<file path="src/rtl/accum_pkg.sv">
// Shared definitions for the accumulator drain path.
//   - Default geometry of the output matrix and systolic array, with the
//     derived tile counts, accumulator row count and address width.
//   - Drain sequencer state encoding.
//   - accum_addr(): maps (tile row, row within tile, tile col) to a table row.
package accum_pkg;

  localparam int MAX_OUT_ROWS_DEF = 128;
  localparam int MAX_OUT_COLS_DEF = 128;
  localparam int SYS_ARR_ROWS_DEF = 16;
  localparam int SYS_ARR_COLS_DEF = 16;

  localparam int NUM_SUBMATS_M  = MAX_OUT_ROWS_DEF / SYS_ARR_ROWS_DEF;
  localparam int NUM_SUBMATS_N  = MAX_OUT_COLS_DEF / SYS_ARR_COLS_DEF;
  localparam int NUM_ACCUM_ROWS = MAX_OUT_ROWS_DEF * NUM_SUBMATS_N;
  localparam int AW             = $clog2(NUM_ACCUM_ROWS);

  typedef enum logic [1:0] {
    IDLE  = 2'd0,
    DRAIN = 2'd1,
    FLUSH = 2'd2,
    DONE  = 2'd3
  } drain_state_t;

  // Tile columns are stacked as contiguous blocks of out_rows table rows.
  function automatic int unsigned accum_addr(
    input int unsigned m,
    input int unsigned row,
    input int unsigned n,
    input int unsigned tile_rows = SYS_ARR_ROWS_DEF,
    input int unsigned out_rows  = MAX_OUT_ROWS_DEF
  );
    return n * out_rows + m * tile_rows + row;
  endfunction

endpackage

</file>
<file path="src/rtl/accum_out_fifo.sv">
// Small synchronous FIFO buffering table read data ahead of the output stream.
// Ports:
//   clk, rst_n   clock, synchronous active-low reset (clears pointers/count only)
//   push         write push_data (dropped if full without a simultaneous pop)
//   push_data    WIDTH-bit entry
//   pop          remove head entry (ignored when empty)
//   pop_data     head entry, valid whenever empty is low
//   count        number of stored entries
//   empty, full  occupancy flags
module accum_out_fifo #(
  parameter  int WIDTH = 513,
  parameter  int DEPTH = 3,
  localparam int CNT_W = $clog2(DEPTH + 1)
) (
  input  logic             clk,
  input  logic             rst_n,
  input  logic             push,
  input  logic [WIDTH-1:0] push_data,
  input  logic             pop,
  output logic [WIDTH-1:0] pop_data,
  output logic [CNT_W-1:0] count,
  output logic             empty,
  output logic             full
);

  localparam int PTR_W = (DEPTH > 1) ? $clog2(DEPTH) : 1;

  logic [WIDTH-1:0] mem [DEPTH];
  logic [PTR_W-1:0] wr_ptr;
  logic [PTR_W-1:0] rd_ptr;
  logic             do_push;
  logic             do_pop;

  assign empty    = (count == '0);
  assign full     = (count == CNT_W'(DEPTH));
  assign do_pop   = pop && !empty;
  assign do_push  = push && (!full || do_pop);
  assign pop_data = mem[rd_ptr];

  // Depth need not be a power of two, so pointers wrap explicitly.
  function automatic logic [PTR_W-1:0] ptr_inc(input logic [PTR_W-1:0] p);
    return (p == PTR_W'(DEPTH - 1)) ? '0 : p + PTR_W'(1);
  endfunction

  always_ff @(posedge clk) begin
    if (!rst_n) begin
      wr_ptr <= '0;
      rd_ptr <= '0;
      count  <= '0;
    end else begin
      if (do_push) wr_ptr <= ptr_inc(wr_ptr);
      if (do_pop)  rd_ptr <= ptr_inc(rd_ptr);
      case ({do_push, do_pop})
        2'b10:   count <= count + CNT_W'(1);
        2'b01:   count <= count - CNT_W'(1);
        default: count <= count;
      endcase
    end
  end

  always_ff @(posedge clk) begin
    if (do_push) mem[wr_ptr] <= push_data;
  end

endmodule

</file>
<file path="src/rtl/accum_drain_sequencer.sv">
// Drains a finished output matrix from the accumulator table to a
// valid/ready writeback stream.
// Ports:
//   clk, rst_n     clock, synchronous active-low reset
//   start          begin a drain (only honoured in IDLE)
//   cfg_m, cfg_n   tile rows / tile cols to drain, latched on start
//   rd_en          table read strobe
//   rd_addr_out    read address replicated on every lane (0 when rd_en is low)
//   rd_data        table data, valid RD_LATENCY cycles after rd_en
//   out_valid      output beat valid
//   out_ready      downstream accepts beat
//   out_data       one tile row, SYS_ARR_COLS lanes
//   out_last       final beat of the drain
//   busy           sequencer not in IDLE
//   done           one-cycle pulse at drain completion
module accum_drain_sequencer
  import accum_pkg::*;
#(
  parameter  int MAX_OUT_ROWS = 128,
  parameter  int MAX_OUT_COLS = 128,
  parameter  int SYS_ARR_ROWS = 16,
  parameter  int SYS_ARR_COLS = 16,
  parameter  int ACC_W        = 32,
  parameter  int RD_LATENCY   = 1,
  localparam int M_TILES      = MAX_OUT_ROWS / SYS_ARR_ROWS,
  localparam int N_TILES      = MAX_OUT_COLS / SYS_ARR_COLS,
  localparam int ACC_ROWS     = MAX_OUT_ROWS * N_TILES,
  localparam int ADDR_W       = $clog2(ACC_ROWS),
  localparam int CFG_M_W      = $clog2(M_TILES) + 1,
  localparam int CFG_N_W      = $clog2(N_TILES) + 1
) (
  input  logic                           clk,
  input  logic                           rst_n,
  input  logic                           start,
  input  logic [CFG_M_W-1:0]             cfg_m,
  input  logic [CFG_N_W-1:0]             cfg_n,
  output logic                           rd_en,
  output logic [ADDR_W*SYS_ARR_COLS-1:0] rd_addr_out,
  input  logic [ACC_W*SYS_ARR_COLS-1:0]  rd_data,
  output logic                           out_valid,
  input  logic                           out_ready,
  output logic [ACC_W*SYS_ARR_COLS-1:0]  out_data,
  output logic                           out_last,
  output logic                           busy,
  output logic                           done
);

  localparam int FIFO_DEPTH = RD_LATENCY + 2;
  localparam int CNT_W      = $clog2(FIFO_DEPTH + 1);
  localparam int ROW_W      = (SYS_ARR_ROWS > 1) ? $clog2(SYS_ARR_ROWS) : 1;
  localparam int DW         = ACC_W * SYS_ARR_COLS;

  drain_state_t        state;
  drain_state_t        state_nxt;

  logic [CFG_M_W-1:0]  cfg_m_q;
  logic [CFG_N_W-1:0]  cfg_n_q;
  logic [CFG_M_W-1:0]  sub_m;
  logic [CFG_N_W-1:0]  sub_n;
  logic [ROW_W-1:0]    sub_row;
  logic [CFG_M_W-1:0]  lim_m;
  logic [CFG_N_W-1:0]  lim_n;
  logic                last_read;

  logic [CNT_W-1:0]    inflight;
  logic [CNT_W:0]      outstanding;
  logic                credit_ok;

  logic [RD_LATENCY-1:0] vld_p;
  logic [RD_LATENCY-1:0] last_p;

  logic                fifo_push;
  logic                fifo_pop;
  logic                fifo_empty;
  logic                fifo_full;
  logic [CNT_W-1:0]    fifo_count;
  logic [DW:0]         fifo_head;
  logic [ADDR_W-1:0]   addr_word;

  assign lim_m     = cfg_m_q - CFG_M_W'(1);
  assign lim_n     = cfg_n_q - CFG_N_W'(1);
  assign last_read = (sub_m == lim_m) && (sub_row == ROW_W'(SYS_ARR_ROWS - 1)) && (sub_n == lim_n);

  // Credits cover both buffered beats and reads still in the table pipeline,
  // so every issued read is guaranteed a FIFO slot when its data returns.
  assign outstanding = {1'b0, fifo_count} + {1'b0, inflight};
  assign credit_ok   = !fifo_full && (outstanding < (CNT_W + 1)'(FIFO_DEPTH));

  assign busy = (state != IDLE);

  always_comb begin
    state_nxt = state;
    rd_en     = 1'b0;
    done      = 1'b0;
    case (state)
      IDLE: begin
        if (start) begin
          state_nxt = ((cfg_m != '0) && (cfg_n != '0)) ? DRAIN : DONE;
        end
      end
      DRAIN: begin
        rd_en = credit_ok;
        if (credit_ok && last_read) state_nxt = FLUSH;
      end
      FLUSH: begin
        // Finish as the final beat is accepted so done follows it directly.
        if ((inflight == '0) &&
            ((fifo_count == '0) || ((fifo_count == CNT_W'(1)) && out_ready))) begin
          state_nxt = DONE;
        end
      end
      DONE: begin
        done      = 1'b1;
        state_nxt = IDLE;
      end
      default: state_nxt = IDLE;
    endcase
  end

  always_comb begin
    addr_word   = ADDR_W'(accum_addr(32'(sub_m), 32'(sub_row), 32'(sub_n),
                                     SYS_ARR_ROWS, MAX_OUT_ROWS));
    rd_addr_out = rd_en ? {SYS_ARR_COLS{addr_word}} : '0;
  end

  always_ff @(posedge clk) begin
    if (!rst_n) begin
      state   <= IDLE;
      cfg_m_q <= '0;
      cfg_n_q <= '0;
      sub_m   <= '0;
      sub_n   <= '0;
      sub_row <= '0;
    end else begin
      state <= state_nxt;
      if ((state == IDLE) && start) begin
        cfg_m_q <= cfg_m;
        cfg_n_q <= cfg_n;
      end
      // Walk order: tile col innermost, then row within tile, then tile row.
      if (rd_en) begin
        if (sub_n == lim_n) begin
          sub_n <= '0;
          if (sub_row == ROW_W'(SYS_ARR_ROWS - 1)) begin
            sub_row <= '0;
            sub_m   <= (sub_m == lim_m) ? '0 : sub_m + CFG_M_W'(1);
          end else begin
            sub_row <= sub_row + ROW_W'(1);
          end
        end else begin
          sub_n <= sub_n + CFG_N_W'(1);
        end
      end
    end
  end

  // Read tag pipeline: tag reaches vld_p[RD_LATENCY-1] with its table data.
  always_ff @(posedge clk) begin
    if (!rst_n) begin
      vld_p    <= '0;
      last_p   <= '0;
      inflight <= '0;
    end else begin
      vld_p[0]  <= rd_en;
      last_p[0] <= rd_en && last_read;
      for (int i = 1; i < RD_LATENCY; i++) begin
        vld_p[i]  <= vld_p[i-1];
        last_p[i] <= last_p[i-1];
      end
      case ({rd_en, fifo_push})
        2'b10:   inflight <= inflight + CNT_W'(1);
        2'b01:   inflight <= inflight - CNT_W'(1);
        default: inflight <= inflight;
      endcase
    end
  end

  assign fifo_push = vld_p[RD_LATENCY-1];
  assign fifo_pop  = out_valid && out_ready;

  accum_out_fifo #(
    .WIDTH (DW + 1),
    .DEPTH (FIFO_DEPTH)
  ) u_fifo (
    .clk       (clk),
    .rst_n     (rst_n),
    .push      (fifo_push),
    .push_data ({last_p[RD_LATENCY-1], rd_data}),
    .pop       (fifo_pop),
    .pop_data  (fifo_head),
    .count     (fifo_count),
    .empty     (fifo_empty),
    .full      (fifo_full)
  );

  assign out_valid = !fifo_empty;
  assign out_data  = fifo_head[DW-1:0];
  assign out_last  = out_valid && fifo_head[DW];

endmodule

</file>
<file path="config.mk">
export PLATFORM = sky130hd
export DESIGN_NAME = accum_drain_sequencer
export DESIGN_NICKNAME = d
export VERILOG_FILES = /design/src/rtl/accum_pkg.sv /design/src/rtl/accum_out_fifo.sv /design/src/rtl/accum_drain_sequencer.sv
export SDC_FILE = /design/constraint.sdc
export NUM_CORES = 2
export LEC_CHECK = 0
export BUFFER_PORTS_ARGS = -buffer_cell sky130_fd_sc_hd__buf_2
export CORE_AREA = 5 5 471 473
export CTS_CLUSTER_DIAMETER = 60
export DETAILED_ROUTE_END_ITERATION = 8
export DIE_AREA = 0 0 476 478
export PLACE_DENSITY_LB_ADDON = 0.2
export SLEW_MARGIN = 5
export SYNTH_ARGS = -nofsm -noshare
export SYNTH_HDL_FRONTEND = slang
export SYNTH_SLANG_ARGS = --single-unit
</file>
<file path="constraint.sdc">
create_clock -name clk -period 58.7 [get_ports clk]
set_input_delay 17.61 -clock clk [delete_from_list [all_inputs] [get_ports clk]]
set_output_delay 17.61 -clock clk [all_outputs]
set_load 0.05 [all_outputs]
</file>
==> summary.txt <==
PwrDens: 45.35 nW/um^2
Largest family of logic cells by synthesized area: multiplexers
CTS tree: built
Final non-filler cell total: 7,743
FMAX: 0.04248 GHz
CP max-delay cell: dfxtp_4
Post-route clock skew: 40.16 ps
Via count: 34,021
Die Wd: 476 um
CTS clk-pin slew, worst paths: 60 ps
Reg2Reg Launch Point: u_fifo.count[0]$_SDFFE_PN0P_
Tcrit/Tclk final: 40.10%
Layout cells sized above 1: 30.77%
Avg Vias per Cell: 4.394
Register area share after synthesis: 78.58%
Largest net degree at the start of global routing: 217
Final Cell Area: 73,470 um^2
Drt pass-1 iters: 5
Fin Hold WS: 460.3 ps
Fin Setup TNS: 0 ps
IO Count: 1,201
Crit path time final: 23,540 ps
Critical R2R Capture: u_fifo.mem[2][153]$_DFFE_PP_
Final net count: 5,260
PortBufs: 1,200
Commonest cells after routing, fill and taps aside: edfxtp_1 (1,539), buf_2 (1,200), nand2_1 (534)
Yosys cell types: 45
Synth Area in Simple Gates: 4.053%
CP endpoint: out_data[151]
Final setup violation count: 0
CP arrival: 5930 ps
Worst path required time: 41,090 ps
Mapped cell area: 59,680 um^2
First DRT Iteration DRCs: 2,269
GRT Util Overall: 14.99%
Cell family with the largest share of critical-path delay: buffers and inverters
# DRC: 0
WP depth: 7
Leakage: 24.81 nW
Total gr overflow: 0
Routed Antenna Nets: 0
Setup CP Type: flop to output pin
Worst hold-check path type: flop to flop
Slew headroom: 21.51%
Worst path cell trace: buf_4 > buf_12 > buf_4 > buf_4 > nand2_1 > o21ai_0 > buf_2
Vias in the first global route: 32,630
Placed Instance Area: 67,810 um^2
Mean Syn Cell Area: 16.45 um^2
Worst setup EP type: output pin
Initial antenna violation count: 132
Rows: 171
Setup bufs post-CTS: 0
Routed WL per cell: 23.09 um
Worst path bufs/invs: 5
Worst-skew pair later-pin latency: 790 ps
CP Launch Type: flop
Synth Area in XOR/XNOR: 0.3501%
Max-Cap Viols: 0
Core ar.: 216,500 um^2
Cts hold-fix bufs: 0
Area growth, synth to finish: 23.10%
Fin util: 33.93%
First-pass GRT wire length: 246,200 um
Fin. max-slew vios: 0
Clock Path Buffers: 3
Chip Height: 478 um
Routability congestion estimate: 0.8266
Clock root cell: clkbuf_16
Final Hold Viols: 0
H-Tree Depth: 4
R2r setup slk: 53,620 ps
FF-to-FF path depth: 11
Clk sinks: 1,573
Post-cts sizing count: 0
Synth warn: 0
Post-synthesis mux area share: 8.654%
Critical path peak fanout: 216
Post-DP HPWL: 123,500 um
Placed Instances: 7,392
Compound-Gate Fraction of Synth Area: 4.696%
CTS Buf Count: 177
Least-Margin Pin Slew: 1177 ps
RSZ-0062 raised after global routing: false
Worst path max stage delay: 950 ps
Starting Density: 27.56%
Worst vdd ir: 0.02861 mV
Yosys reg bits: 1,573
Syn_nets: 4,171
Synth Instances: 3,628
Synth Area in Adders: 0.4109%
Die Area: 227,500 um^2
Leading cell type in the layout, fill and taps excluded: edfxtp_1
Top cell by count, worst path: buf_4
Routed wire length: 178,800 um
Run status: finished clean
[routing by layer]
metal  track usage (%)  routed length [um]
met3             4.829               14440
met2             26.24               88950
met4             3.252                4363
met1             17.98               70720
met5                 0                 330
[cells in the mapped netlist (all sizes together)]
cell type,number,share of area (%)
xnor2,6,0.12
nor2b,1,0.010
nor4,2,0.021
a41oi,1,0.015
nand3,19,0.18
dfxtp,34,1.1
fa,1,0.034
nand2,536,3.4
a31oi,2,0.021
nor3,7,0.078
mux2i,516,8.7
ha,18,0.38
buf,226,2.5
o21a,1,0.013
or3,3,0.031
and2,1,0.010
edfxtp,1539,77
or4,2,0.025
inv,15,0.094
nand4b,1,0.015
xnor3,1,0.038
and3,12,0.13
nor3b,2,0.025
nand4,3,0.031
o21ai,518,4.3
a21oi,22,0.18
o211ai,2,0.025
nor2,17,0.11
clkbuf,103,0.65
o31ai,1,0.036
nand3b,1,0.013
xor2,11,0.19
a211oi,3,0.046
o21bai,1,0.013
[stage by stage]
step / total power, mW / setup slack (ps)
after floorplan: 2.138 / 1559
after global placement: 2.316 / 36080
after detailed placement: 2.318 / 35950
after CTS: 3.385 / 35020
after global routing: 3.468 / 34520
final: 3.332 / 35160
[cell type report]
type	instances	area (um^2)
Tap cell	2854	3571
Clock inverter	103	888.4
Clock buffer	221	4701
Antenna cell	27	67.56
Inverter	15	56.30
Fill cell	21053	143100
Multi-Input combinational cell	1711	10860
Sequential cell	1573	46900
Timing Repair Buffer	1239	6424
[cell families after synthesis]
group	after synthesis
flip-flops	1573
AND/OR/NAND/NOR	607
AO/OA/AOI/OAI	551
multiplexers	516
buffers and inverters	344
adder cells (fa/ha/maj)	19
XOR/XNOR	18
[worst min path at each step]
stage                            from                            to  slack [ps]  depth (start not counted)
CTS                 last_p$_SDFF_PN0_  u_fifo.mem[0][512]$_DFFE_PP_         460                          0
global route        last_p$_SDFF_PN0_  u_fifo.mem[2][512]$_DFFE_PP_         480                          0
global placement    last_p$_SDFF_PN0_  u_fifo.mem[2][512]$_DFFE_PP_         450                          0
finish              last_p$_SDFF_PN0_  u_fifo.mem[0][512]$_DFFE_PP_         460                          0
detailed placement  last_p$_SDFF_PN0_  u_fifo.mem[2][512]$_DFFE_PP_         460                          0
floorplan           last_p$_SDFF_PN0_  u_fifo.mem[0][512]$_DFFE_PP_         420                          0
[flip-flops by register name, indices dropped and copies added, names as in the netlist, 2 cells and up, named ones only]
| signal | flops |
|---|---|
| u_fifo.mem | 1539 |
| cfg_m_q | 4 |
| cfg_n_q | 4 |
| sub_m | 4 |
| sub_n | 4 |
| sub_row | 4 |
| inflight | 2 |
| state | 2 |
| u_fifo.count | 2 |
| u_fifo.rd_ptr | 2 |
| u_fifo.wr_ptr | 2 |
[worst register-to-register path: cells and delay by family, from the launching register on]
family | cells | cell delay [ps]
buffers and inverters | 7 | 3490
DFF | 1 | 420
and+or+nand+nor | 2 | 370
adders and majority gates | 1 | 220
AOI/OAI and AO/OA | 1 | 170
[report_power, final]
part           switching [mW]  total (mW)  internal, mW  leakage (nW)
Sequential             0.0227        1.35          1.33          14.2
Clock                   0.452        1.05         0.603          2.71
Combinational           0.731       0.927         0.196          7.91
Note: power is estimated with default switching activity, not from simulation.
